## src/rtl/booth_seq_mul_ctrl_pkg.sv

```systemverilog
// booth_seq_mul_ctrl_pkg: shared states, Booth op encoding and sizing for the radix-4 multiplier
package booth_pkg;
  localparam int XLEN = 32;
  localparam int PLEN = 64;
  localparam int NITER = 17;
  typedef enum logic [1:0] {IDLE, CALC, DONE} state_t;
  typedef enum logic [2:0] {ZERO, POS1, POS2, NEG1, NEG2} booth_op_t;
  function automatic booth_op_t booth_dec(input logic [2:0] t);
    return (t == 3'b001 || t == 3'b010) ? POS1 :
           (t == 3'b011) ? POS2 :
           (t == 3'b100) ? NEG2 :
           (t == 3'b101 || t == 3'b110) ? NEG1 : ZERO;
  endfunction
endpackage

```

## src/rtl/booth_seq_mul_ctrl_if.sv

```systemverilog
// booth_seq_mul_ctrl_if: operand/product handshake bundle between issue stage and multiplier
interface booth_seq_mul_ctrl_if;
  import booth_pkg::*;
  logic in_valid, in_ready, in_a_signed, in_b_signed, flush;
  logic [XLEN-1:0] in_a, in_b;
  logic out_valid, out_ready, busy;
  logic [PLEN-1:0] out_prod;
  modport master (output in_valid, in_a, in_b, in_a_signed, in_b_signed, flush, out_ready,
                  input in_ready, out_valid, out_prod, busy);
  modport slave (input in_valid, in_a, in_b, in_a_signed, in_b_signed, flush, out_ready,
                 output in_ready, out_valid, out_prod, busy);
endinterface

```

## src/rtl/booth_seq_mul_ctrl_cla.sv

```systemverilog
// CLA_64bits: 64-bit carry-select adder built from four 16-bit blocks
module CLA_64bits (
  input  logic [63:0] in1,
  input  logic [63:0] in2,
  input  logic        cin,
  output logic [63:0] res
);
  logic [3:0] c;
  assign c[0] = cin;
  for (genvar i = 0; i < 4; i++) begin : g_blk
    logic [16:0] s0, s1;
    assign s0 = {1'b0, in1[16*i +: 16]} + {1'b0, in2[16*i +: 16]};
    assign s1 = s0 + 17'd1;
    assign res[16*i +: 16] = c[i] ? s1[15:0] : s0[15:0];
    if (i < 3) begin : g_c
      assign c[i+1] = c[i] ? s1[16] : s0[16];
    end
  end
endmodule

```

## src/rtl/booth_seq_mul_ctrl_pp_sel.sv

```systemverilog
// booth_r4_pp_sel: radix-4 Booth triplet decode into partial product and negate flag
module booth_r4_pp_sel
  import booth_pkg::*;
(
  input  logic [2:0]      trip,
  input  logic [PLEN-1:0] mcand,
  output logic [PLEN-1:0] pp,
  output logic            neg
);
  booth_op_t op;
  always_comb begin
    op = booth_dec(trip);
    pp = (op == POS1 || op == NEG1) ? mcand :
         (op == POS2 || op == NEG2) ? {mcand[PLEN-2:0], 1'b0} : '0;
    neg = (op == NEG1 || op == NEG2);
  end
endmodule

```

## src/rtl/booth_seq_mul_ctrl.sv

```systemverilog
// booth_seq_mul_ctrl: sequential radix-4 Booth 32x32->64 multiplier sharing one 64-bit adder
// Define EARLY_TERM_EN to exit CALC as soon as all remaining multiplier triplets are null.
module booth_seq_mul_ctrl
  import booth_pkg::*;
(
  input logic clk,
  input logic rst_n,
  booth_seq_mul_ctrl_if.slave bus
);
  state_t state, state_nx;
  logic [PLEN-1:0] acc, mcand, pp, sum;
  logic [XLEN+2:0] mplr, mplr_sh;
  logic [4:0] cnt;
  logic neg, acc_we, accept, last;
  assign accept = bus.in_valid && bus.in_ready;
  assign mplr_sh = {mplr[XLEN+2], mplr[XLEN+2], mplr[XLEN+2:2]};
  assign last = cnt == 5'(NITER - 1);
  assign bus.in_ready = state == IDLE && !bus.flush;
  assign bus.out_valid = state == DONE;
  assign bus.out_prod = acc;
  assign bus.busy = state != IDLE;
  booth_r4_pp_sel u_pp (.trip(mplr[2:0]), .mcand(mcand), .pp(pp), .neg(neg));
  CLA_64bits u_add (.in1(acc), .in2(neg ? ~pp : pp), .cin(neg), .res(sum));
`ifdef EARLY_TERM_EN
  logic null_now, null_nx;
  assign null_now = &mplr || ~|mplr;
  assign null_nx = &mplr_sh || ~|mplr_sh;
`endif
  always_comb begin
    state_nx = state;
    acc_we = 1'b0;
    case (state)
      IDLE: state_nx = accept ? CALC : IDLE;
      CALC: begin
`ifdef EARLY_TERM_EN
        // A null multiplier now skips the add; a null one after this shift ends with the add done.
        acc_we = !null_now;
        state_nx = (null_now || null_nx || last) ? DONE : CALC;
`else
        acc_we = 1'b1;
        state_nx = last ? DONE : CALC;
`endif
      end
      DONE: state_nx = bus.out_ready ? IDLE : DONE;
      default: state_nx = IDLE;
    endcase
    if (bus.flush) state_nx = IDLE;
  end
  always_ff @(posedge clk or negedge rst_n) begin
    if (!rst_n) begin
      state <= IDLE;
      acc <= '0;
      mcand <= '0;
      mplr <= '0;
      cnt <= '0;
    end else begin
      state <= state_nx;
      if (bus.flush) acc <= '0;
      else if (accept) begin
        acc <= '0;
        cnt <= '0;
        mcand <= {{XLEN{bus.in_a[XLEN-1] & bus.in_a_signed}}, bus.in_a};
        mplr <= {{2{bus.in_b[XLEN-1] & bus.in_b_signed}}, bus.in_b, 1'b0};
      end else if (state == CALC) begin
        if (acc_we) acc <= sum;
        mcand <= mcand << 2;
        mplr <= mplr_sh;
        cnt <= cnt + 5'd1;
      end
    end
  end
endmodule

```

## src/flat_wrapper.sv

```systemverilog
// flat-port wrapper written by rule: the top's interface ports become plain ports
module booth_seq_mul_ctrl_flat import booth_pkg::*;
  (clk, rst_n, bus_in_valid, bus_in_a, bus_in_b, bus_in_a_signed, bus_in_b_signed, bus_flush, bus_out_ready, bus_in_ready, bus_out_valid, bus_out_prod, bus_busy);
  booth_seq_mul_ctrl_if bus_i ();
  input logic clk;
  input logic rst_n;
  input wire logic [$bits(bus_i.in_valid)-1:0] bus_in_valid;
  input wire logic [$bits(bus_i.in_a)-1:0] bus_in_a;
  input wire logic [$bits(bus_i.in_b)-1:0] bus_in_b;
  input wire logic [$bits(bus_i.in_a_signed)-1:0] bus_in_a_signed;
  input wire logic [$bits(bus_i.in_b_signed)-1:0] bus_in_b_signed;
  input wire logic [$bits(bus_i.flush)-1:0] bus_flush;
  input wire logic [$bits(bus_i.out_ready)-1:0] bus_out_ready;
  output wire logic [$bits(bus_i.in_ready)-1:0] bus_in_ready;
  output wire logic [$bits(bus_i.out_valid)-1:0] bus_out_valid;
  output wire logic [$bits(bus_i.out_prod)-1:0] bus_out_prod;
  output wire logic [$bits(bus_i.busy)-1:0] bus_busy;
  assign bus_i.in_valid = bus_in_valid;
  assign bus_i.in_a = bus_in_a;
  assign bus_i.in_b = bus_in_b;
  assign bus_i.in_a_signed = bus_in_a_signed;
  assign bus_i.in_b_signed = bus_in_b_signed;
  assign bus_i.flush = bus_flush;
  assign bus_i.out_ready = bus_out_ready;
  assign bus_in_ready = bus_i.in_ready;
  assign bus_out_valid = bus_i.out_valid;
  assign bus_out_prod = bus_i.out_prod;
  assign bus_busy = bus_i.busy;
  booth_seq_mul_ctrl u_core (.clk(clk), .rst_n(rst_n), .bus(bus_i));
endmodule
```

## config.mk

```make
export PLATFORM = sky130hd
export DESIGN_NAME = booth_seq_mul_ctrl_flat
export DESIGN_NICKNAME = d
export VERILOG_FILES = /design/src/rtl/booth_seq_mul_ctrl_pkg.sv /design/src/rtl/booth_seq_mul_ctrl_if.sv /design/src/rtl/booth_seq_mul_ctrl_cla.sv /design/src/rtl/booth_seq_mul_ctrl_pp_sel.sv /design/src/rtl/booth_seq_mul_ctrl.sv /design/src/flat_wrapper.sv
export SDC_FILE = /design/constraint.sdc
export NUM_CORES = 1
export LEC_CHECK = 0
export ABC_AREA = 1
export BUFFER_PORTS_ARGS = -buffer_cell sky130_fd_sc_hd__buf_2
export CAP_MARGIN = 20
export CORE_ASPECT_RATIO = 1.1
export CORE_MARGIN = 4
export CORE_UTILIZATION = 45
export CTS_CLUSTER_DIAMETER = 120
export DETAILED_ROUTE_END_ITERATION = 8
export HOLD_SLACK_MARGIN = 0.06
export PLACE_DENSITY = 0.7
export SYNTH_ARGS = -nofsm -noshare
export SYNTH_HDL_FRONTEND = slang
export SYNTH_SLANG_ARGS = --single-unit
```

## constraint.sdc

```tcl
create_clock -name clk -period 4.9 [get_ports clk]
set_input_delay 0.245 -clock clk [delete_from_list [all_inputs] [get_ports clk]]
set_output_delay 0.245 -clock clk [all_outputs]
set_load 0.005 [all_outputs]
```

==> results of run 1 <==
where the power goes:
group / total (mW) / internal (mW) / switching (mW)
Clock: 1.47 / 0.784 / 0.687
Sequential: 2.19 / 1.84 / 0.354
Combinational: 9.18 / 3.10 / 6.08
how the worst max path moves through the flow:
stage                   startpoint                       to  slack (ps)  depth (start not counted)
floorplan           u_core.mplr[0]  u_core.bus.out_prod[52]         830                         23
global placement    u_core.mplr[1]  u_core.bus.out_prod[59]         570                         22
detailed placement  u_core.mplr[1]  u_core.bus.out_prod[59]         450                         22
CTS                 u_core.mplr[1]  u_core.bus.out_prod[59]         400                         22
global route        u_core.mplr[2]  u_core.bus.out_prod[59]          70                         21
finish              u_core.mplr[2]  u_core.bus.out_prod[59]         440                         21
critical path, cell delays in order, from the launching register on:
cell and delay (ps):
dfrtp_1 370, inv_1 120, o21ai_4 640, buf_4 400, o22ai_1 130, xor2_1 160, ha_1 220, fa_1 420
xor2_1 280, inv_1 90, nor3_1 240, inv_1 120, nor3_2 210, nand3_1 160, nor2_1 220, nand4_1 150
nor2_1 130, nand3_1 80, nand2_1 70, inv_1 40, nand2_1 50, nand2_1 40
final cells by class:
type                       instances  area share
inverter                         284      0.0668
tap                              414      0.0324
multi-input combinational       1525       0.517
clock inverter                    15      0.0123
sequential                       170       0.266
clock buffer                      17      0.0266
timing repair buffer             195      0.0792
kinds of logic after synthesis:
| logic type | after synthesis | synth area share |
|---|---|---|
| xor+xnor | 93 | 0.0591 |
| fa+ha+maj | 75 | 0.0697 |
| buf+inv | 361 | 0.100 |
| simple gates | 995 | 0.315 |
| flops | 170 | 0.306 |
| compound gates | 362 | 0.149 |
routing by layer:
layer / GRT usage / vias up
met5: 0 / -
met4: 0.0930 / 6
met1: 0.307 / 6550
li1: - / 7005
met3: 0.0400 / 101
met2: 0.400 / 440
placed cells by master, fill, tap and decap left out, drive strengths merged:
cell type    netlist  final
nand2            598    598
inv              284    292
nor2             175    175
o21ai            172    172
dfrtp            170    170
buf               17    154
nand3            143    143
o22ai             81     81
xor2              81     81
ha                71     71
a21oi             63     63
dlygate4sd3        0     41
nand4             39     39
nor3              21     21
o221ai            18     18
clkbuf            60     17
xnor2             12     12
and2               8      8
a32o               8      8
o21bai             7      7
nand3b             5      5
clkinv             0      5
or2                4      4
fa                 4      4
a31oi              3      3
a22o               3      3
a22oi              3      3
a21o               2      2
nor4               2      2
bufinv             0      2
o31ai              1      1
o211ai             1      1
cells in the mapped netlist (4+ instances only):
cell type and instances:
inv_1 274, o21bai_1 7, nand2_1 563, o21ai_1 6, nor2_4 4, nand3b_1 4
nand4_1 37, nand3_1 133, dfrtp_1 170, fa_1 4, xor2_1 80, a32o_1 8
and2_1 8, inv_2 10, nor2_1 168, a21oi_1 62, clkbuf_1 60, o21ai_0 166
nand2_4 7, buf_1 9, o221ai_1 18, or2_2 4, nand3_2 8, nand2_2 26
ha_1 71, nor3_1 18, xnor2_1 12, o22ai_1 81
registers in the layout, indices dropped and copies added (netlist names):
name	count
u_core.bus.out_prod	64
u_core.cnt	5
u_core.mcand	64
u_core.mplr	35
u_core.state	2
repair_timing:
item	CTS	global route
hold endpoints to repair	127	0
endpoints found under the setup margin	0	1
hold buffers	41	0
gates resized for setup	0	2
==> summary.md, run 1 <==
| Metric | Value |
|---|---|
| Post-Place Setup Slack | `approximately 450 ps` |
| WL/cell | `between 15 and 20 um` |
| CP max FO | `25` |
| Slew margin rel. | `0.277` |
| Setup TNS | `0 ps` |
| Setup crit end kind | `flop` |
| Final Cell Area | `16000 um2` |
| RSZ-0062 raised after global routing | `false` |
| Die Area | `approximately 34000 um2` |
| Congestion Overflow GR | `0` |
| Largest cells by area after synthesis | `dfrtp_1, nand2_1, inv_1` |
| Final GP Congestion | `just over 1` |
| Initial antenna violation count | `3` |
| Multi-input gate area | `between 8000 and 9000 um2` |
| WHS | `approximately 59 ps` |
| Clock skew | `between 10 and 15 ps` |
| Met2 WL | `between 15000 and 20000 um` |
| Antenna fix cells | `0` |
| Placed insts | `between 2000 and 3000` |
| Clock-pin slew on the worst setup and hold paths | `around 80 ps` |
| Routed WL | `40200 um` |
| R2R setup slack | `440 ps` |
| Final Hold Viols | `0` |
| # Max-Cap Violations | `0` |
| Largest net degree at the start of global routing | `89` |
| Initial detailed-routing violation count | `~1000` |
| Overall power | `around 13 mW` |
| Die H | `192 um` |
| WHS Endpoint | `u_core.mcand[22]` |
| Area growth syn-to-layout | `15.2%` |
| DR vias | `approximately 14000` |
| Hold depth | `3` |
| TritonCTS clock tree | `yes` |
| First-pass GRT wire length | `around 66000 um` |
| Yosys warns | `0` |
| DRC viols | `0` |
| Seq/Total Area, Yosys | `0.306` |
| Hold_sp | `bus_in_a[22]` |
| R2R depth | `21` |
| Post-synthesis net count | `between 2000 and 2500` |
| Min-delay worst type | `primary input to flop` |
| Final Non-Filler Cells | `~2600` |
| Least-Margin Pin Slew | `around 1100 ps` |
| Clk Latency, worst-skew pair | `between 400 and 500 ps` |
| Final period util | `0.911` |
| H-tree depth | `4` |
| Pleak | `8.56 nW` |
| Placement Rows | `67` |
| Chip width | `176 um` |
| Status | `finished, final reports clean` |
| CP required | `5230 ps` |
| CTS sink count | `170` |
| Top_reg_cell synth | `dfrtp_1` |
| CP Launch Type | `flop` |
| Maximum clock rate | `224 MHz` |
| Layout cell share with drive strength beyond 1 | `0.120` |
| CP arrival | `between 4000 and 5000 ps` |
| Top Ports | `about 140` |
| Setup ws final | `436 ps` |
| R2R Path End | `u_core.bus.out_prod[59]` |
| Post-synth top area cell | `dfrtp_1` |
| Syn Area/Cell | `6.76 um2` |
| Detail Placement HPWL | `29800 um` |
| Async SR Flop Fraction | `1.00` |
| Power per cell area | `roughly 800 nW/um2` |
| Num CTS Buffers | `17` |
| Slew Limit Fails | `0` |
| Layout fillers | `between 2000 and 3000` |
| Synthesized netlist cell count | `about 2000` |
| Core Util, Final | `0.526` |
| WL met3 | `2270 um` |
| Yosys top cell area share | `0.306` |
| Post-CTS Setup Repair Bufs | `0` |
| Vias in the first global route | `approximately 14000` |
| DR vias/cell | `~5.4` |
| FF+latch area | `between 4000 and 5000 um2` |
| Starting density of the core | `0.457` |
| RR Startpoint | `u_core.mplr[2]` |
| Root Buffer | `clkbuf_16` |
| Port Buffer Count | `137` |
| Post-synthesis register bit count | `170` |
| Wire length on met1 | `approximately 18000 um` |
| Final nets | `2339` |
| Number of synthesized flops with an enable pin | `0` |
| Overall routing resource usage | `0.238` |
| Clock tree buffer depth | `2` |
| Peak supply drop | `about 0.29 mV` |
| Crit path kind | `flop to flop` |
| Final setup violation count | `0` |
| Post-synth cell types | `48` |
| Max Used Layer | `met5` |
| Antenna-violating nets left | `0` |
| Placed cell areas | `about 15000 um2` |
| Mapped Area | `about 14000 um2` |
| DRT Pass-1 Iters | `8` |
| CORE AREA | `roughly 30000 um2` |
| Period minus WS final | `between 4000 and 5000 ps` |
No activity file was read; power rests on OpenSTA's default activity.
==> run 2, diff against run 1 <==
--- a/config.mk
+++ b/config.mk
@@ -9,12 +9,13 @@
 export BUFFER_PORTS_ARGS = -buffer_cell sky130_fd_sc_hd__buf_2
 export CAP_MARGIN = 20
 export CORE_ASPECT_RATIO = 1.1
-export CORE_MARGIN = 4
-export CORE_UTILIZATION = 45
+export CORE_MARGIN = 2
+export CORE_UTILIZATION = 61
 export CTS_CLUSTER_DIAMETER = 120
 export DETAILED_ROUTE_END_ITERATION = 8
+export GPL_TIMING_DRIVEN = 0
 export HOLD_SLACK_MARGIN = 0.06
-export PLACE_DENSITY = 0.7
+export PLACE_DENSITY = 0.89
 export SYNTH_ARGS = -nofsm -noshare
 export SYNTH_HDL_FRONTEND = slang
 export SYNTH_SLANG_ARGS = --single-unit
==> run 2 against run 1 <==
  * Hold slack gained 15 ps
  * Critical path type unchanged
  * Critical endpoint is now u_core.bus.out_prod[61]
  * Cell count shrank 2.1%
  * Sequential share of layout area is essentially flat
  * Routed wire length grew 11%
  * Register-to-register slack lost 80 ps
  * Fmax shrank 1.8%
  * Cell area grew 0.19%
  * First-iteration DRC count grew 70%
  * Global-route usage grew 13 points
==> summary.md, run 2 (synthesized netlist as in run 1, its figures left out) <==
| Metric | Value |
|---|---|
| Clock skew | `around 15 ps` |
| Final nets | `between 2000 and 2500` |
| Switching Power | `between 7 and 8 mW` |
| Overall power | `~13 mW` |
| Final Non-Filler Cells | `~2600` |
| Final Cell Area | `16000 um2` |
| Crit path kind | `flop to flop` |
| WL/cell | `17.3 um` |
| Final Hold Viols | `0` |
| CP required | `5240 ps` |
| Sequential power share | `0.168` |
| Setup crit end kind | `flop` |
| Core Util, Final | `0.721` |
| CTS sink count | `between 150 and 200` |
| R2R depth | `26` |
| Maximum clock rate | `roughly 220 MHz` |
| Die H | `162 um` |
| Detail Placement HPWL | `approximately 32000 um` |
| Hold_sp | `bus_in_a[9]` |
| Power per cell area | `a little over 800 nW/um2` |
| Pleak | `about 8.6 nW` |
| R2R setup slack | `350 ps` |
| Met1 Use GR | `0.471` |
| Initial detailed-routing violation count | `~1800` |
| Congestion Overflow GR | `0` |
| Top Ports | `roughly 140` |
| CORE AREA | `22300 um2` |
| Clock power frac | `0.103` |
| Post-Place Setup Slack | `-486 ps` |
| Die Area | `24000 um2` |
| Sw frac | `0.565` |
| Clk Latency, worst-skew pair | `450 ps` |
| Port Buffer Count | `137` |
| Max incr delay on CP | `between 400 and 500 ps` |
| DR vias | `between 15000 and 20000` |
| Post-CTS Setup Repair Bufs | `0` |
| Comb pwr share | `0.729` |
| Antenna-violating nets left | `0` |
| TritonCTS clock tree | `yes` |
| Placed cell areas | `~15000 um2` |
| Int Pwr | `about 5.7 mW` |
| Area growth syn-to-layout | `15.4%` |
| H-tree depth | `4` |
| Status | `finished, final reports clean` |
| Routed WL | `between 40000 and 50000 um` |
| Commonest non-fill, non-tap cell in the layout | `nand2_1` |
| DRT Pass-1 Iters | `9` |
| Final GP Congestion | `between 0.9 and 1` |
| Slew margin rel. | `0.369` |
| First-pass GRT wire length | `about 70000 um` |
| CP arrival | `approximately 4900 ps` |
| Placed insts | `roughly 2500` |
| Clock-pin slew on the worst setup and hold paths | `80 ps` |
| Final period util | `0.928` |
| WHS | `73.7 ps` |
| M3 GR Usage | `0.0722` |
| Peak supply drop | `around 0.36 mV` |
| CP Launch Type | `flop` |
| WHS Endpoint | `u_core.mcand[9]` |
| Initial antenna violation count | `1` |
| Largest net degree at the start of global routing | `just over 100` |
| R2R Path End | `u_core.bus.out_prod[61]` |
| Least-Margin Pin Slew | `between 900 and 1000 ps` |
| Clock tree buffer depth | `2` |
| Period minus WS final | `between 4000 and 5000 ps` |
| Vias in the first global route | `roughly 14000` |
| Met2 Track Usage GR | `0.613` |
| Layout fillers | `around 1800` |
| Num CTS Buffers | `17` |
| # Max-Cap Violations | `0` |
| Layout cell share with drive strength beyond 1 | `0.116` |
| RSZ-0062 raised after global routing | `false` |
| Min-delay worst type | `primary input to flop` |
| Root Buffer | `clkbuf_16` |
| Final setup violation count | `0` |
| Hold depth | `3` |
| RR Startpoint | `u_core.mplr[2]` |
| Setup ws final | `between 300 and 400 ps` |
| Setup TNS | `0 ps` |
| Slowest CP cell | `clkbuf_1` |
| CP max FO | `10` |
| Commonest cells after routing, fill and taps aside | `nand2_1, inv_1, dfrtp_1, nor2_1, o21ai_0` |
| Chip width | `between 100 and 150 um` |
| Overall routing resource usage | `0.371` |
| Slew Limit Fails | `0` |
| DR vias/cell | `5.88` |
| Starting density of the core | `0.625` |
| GR peak layer | `met2` |
| DRC viols | `0` |
| Placement Rows | `57` |
| CP dominant cell by count | `nand2_1` |
## run 2: cell count changes in the layout (fill, tap and decap cells not counted), sizes merged
cell and change:
clkbuf +63, dlygate4sd3 +2, buf -2, clkinvlp +1
clkinv -1, diode +2, bufinv -2, inv +2
## run 2: timing repair
| item | CTS | global route |
|---|---|---|
| hold buffers | 43 | 0 |
| gates resized for setup | 4 | 13 |
| hold endpoints to repair | 110 | 0 |
| gates cloned | 0 | 0 |
| setup endpoints to repair | 41 | 49 |
## run 2: metal layers
metal / part of all wire / vias up
met5: 0 / -
met4: 0.049 / 0
met3: 0.090 / 164
met2: 0.47 / 854
met1: 0.39 / 6933
li1: - / 7135
## run 2: how the worst max path moves through the flow
stage	slack, ps	startpoint	endpoint
2_1_floorplan	830	u_core.mplr[0]	u_core.bus.out_prod[52]
3_3_place_gp	-380	u_core.mplr[0]	u_core.bus.out_prod[61]
3_5_place_dp	-490	u_core.mplr[0]	u_core.bus.out_prod[61]
4_1_cts	20	u_core.mplr[0]	u_core.bus.out_prod[61]
5_1_grt	10	u_core.mplr[2]	u_core.bus.out_prod[61]
6_report	350	u_core.mplr[2]	u_core.bus.out_prod[61]
## run 2: area by class of cell
cell class | count | area, um2 | area share
repair buffers | 181 | 1150 | 0.0719
diodes | 2 | 5.00 | 0.000312
multi-input cells | 1525 | 8270 | 0.516
clock buffers | 17 | 425 | 0.0265
plain buffers | 77 | 345 | 0.0215
clock inverters | 15 | 149 | 0.00929
flip-flops and latches | 170 | 4250 | 0.265
well taps | 295 | 369 | 0.0230
inverters | 284 | 1070 | 0.0665
## run 2: worst max-delay path: cells and delay by family, from the launching register on
| family | cells | cell delay [ps] |
|---|---|---|
| AND/OR/NAND/NOR | 18 | 1930 |
| buffers and inverters | 4 | 930 |
| AO/OA/AOI/OAI | 2 | 600 |
| flip-flops | 1 | 370 |
| XOR/XNOR | 1 | 300 |
| adder cells (fa/ha/maj) | 1 | 290 |
## run 2: power by group through the flow
stage	Combinational, mW	Clock, mW	Sequential [mW]
after floorplan	7.10	0	2.12
after global placement	9.01	0	2.18
after detailed placement	9.23	0	2.20
after CTS	9.36	1.36	2.18
after global routing	10.7	1.42	2.24
final	9.56	1.36	2.20
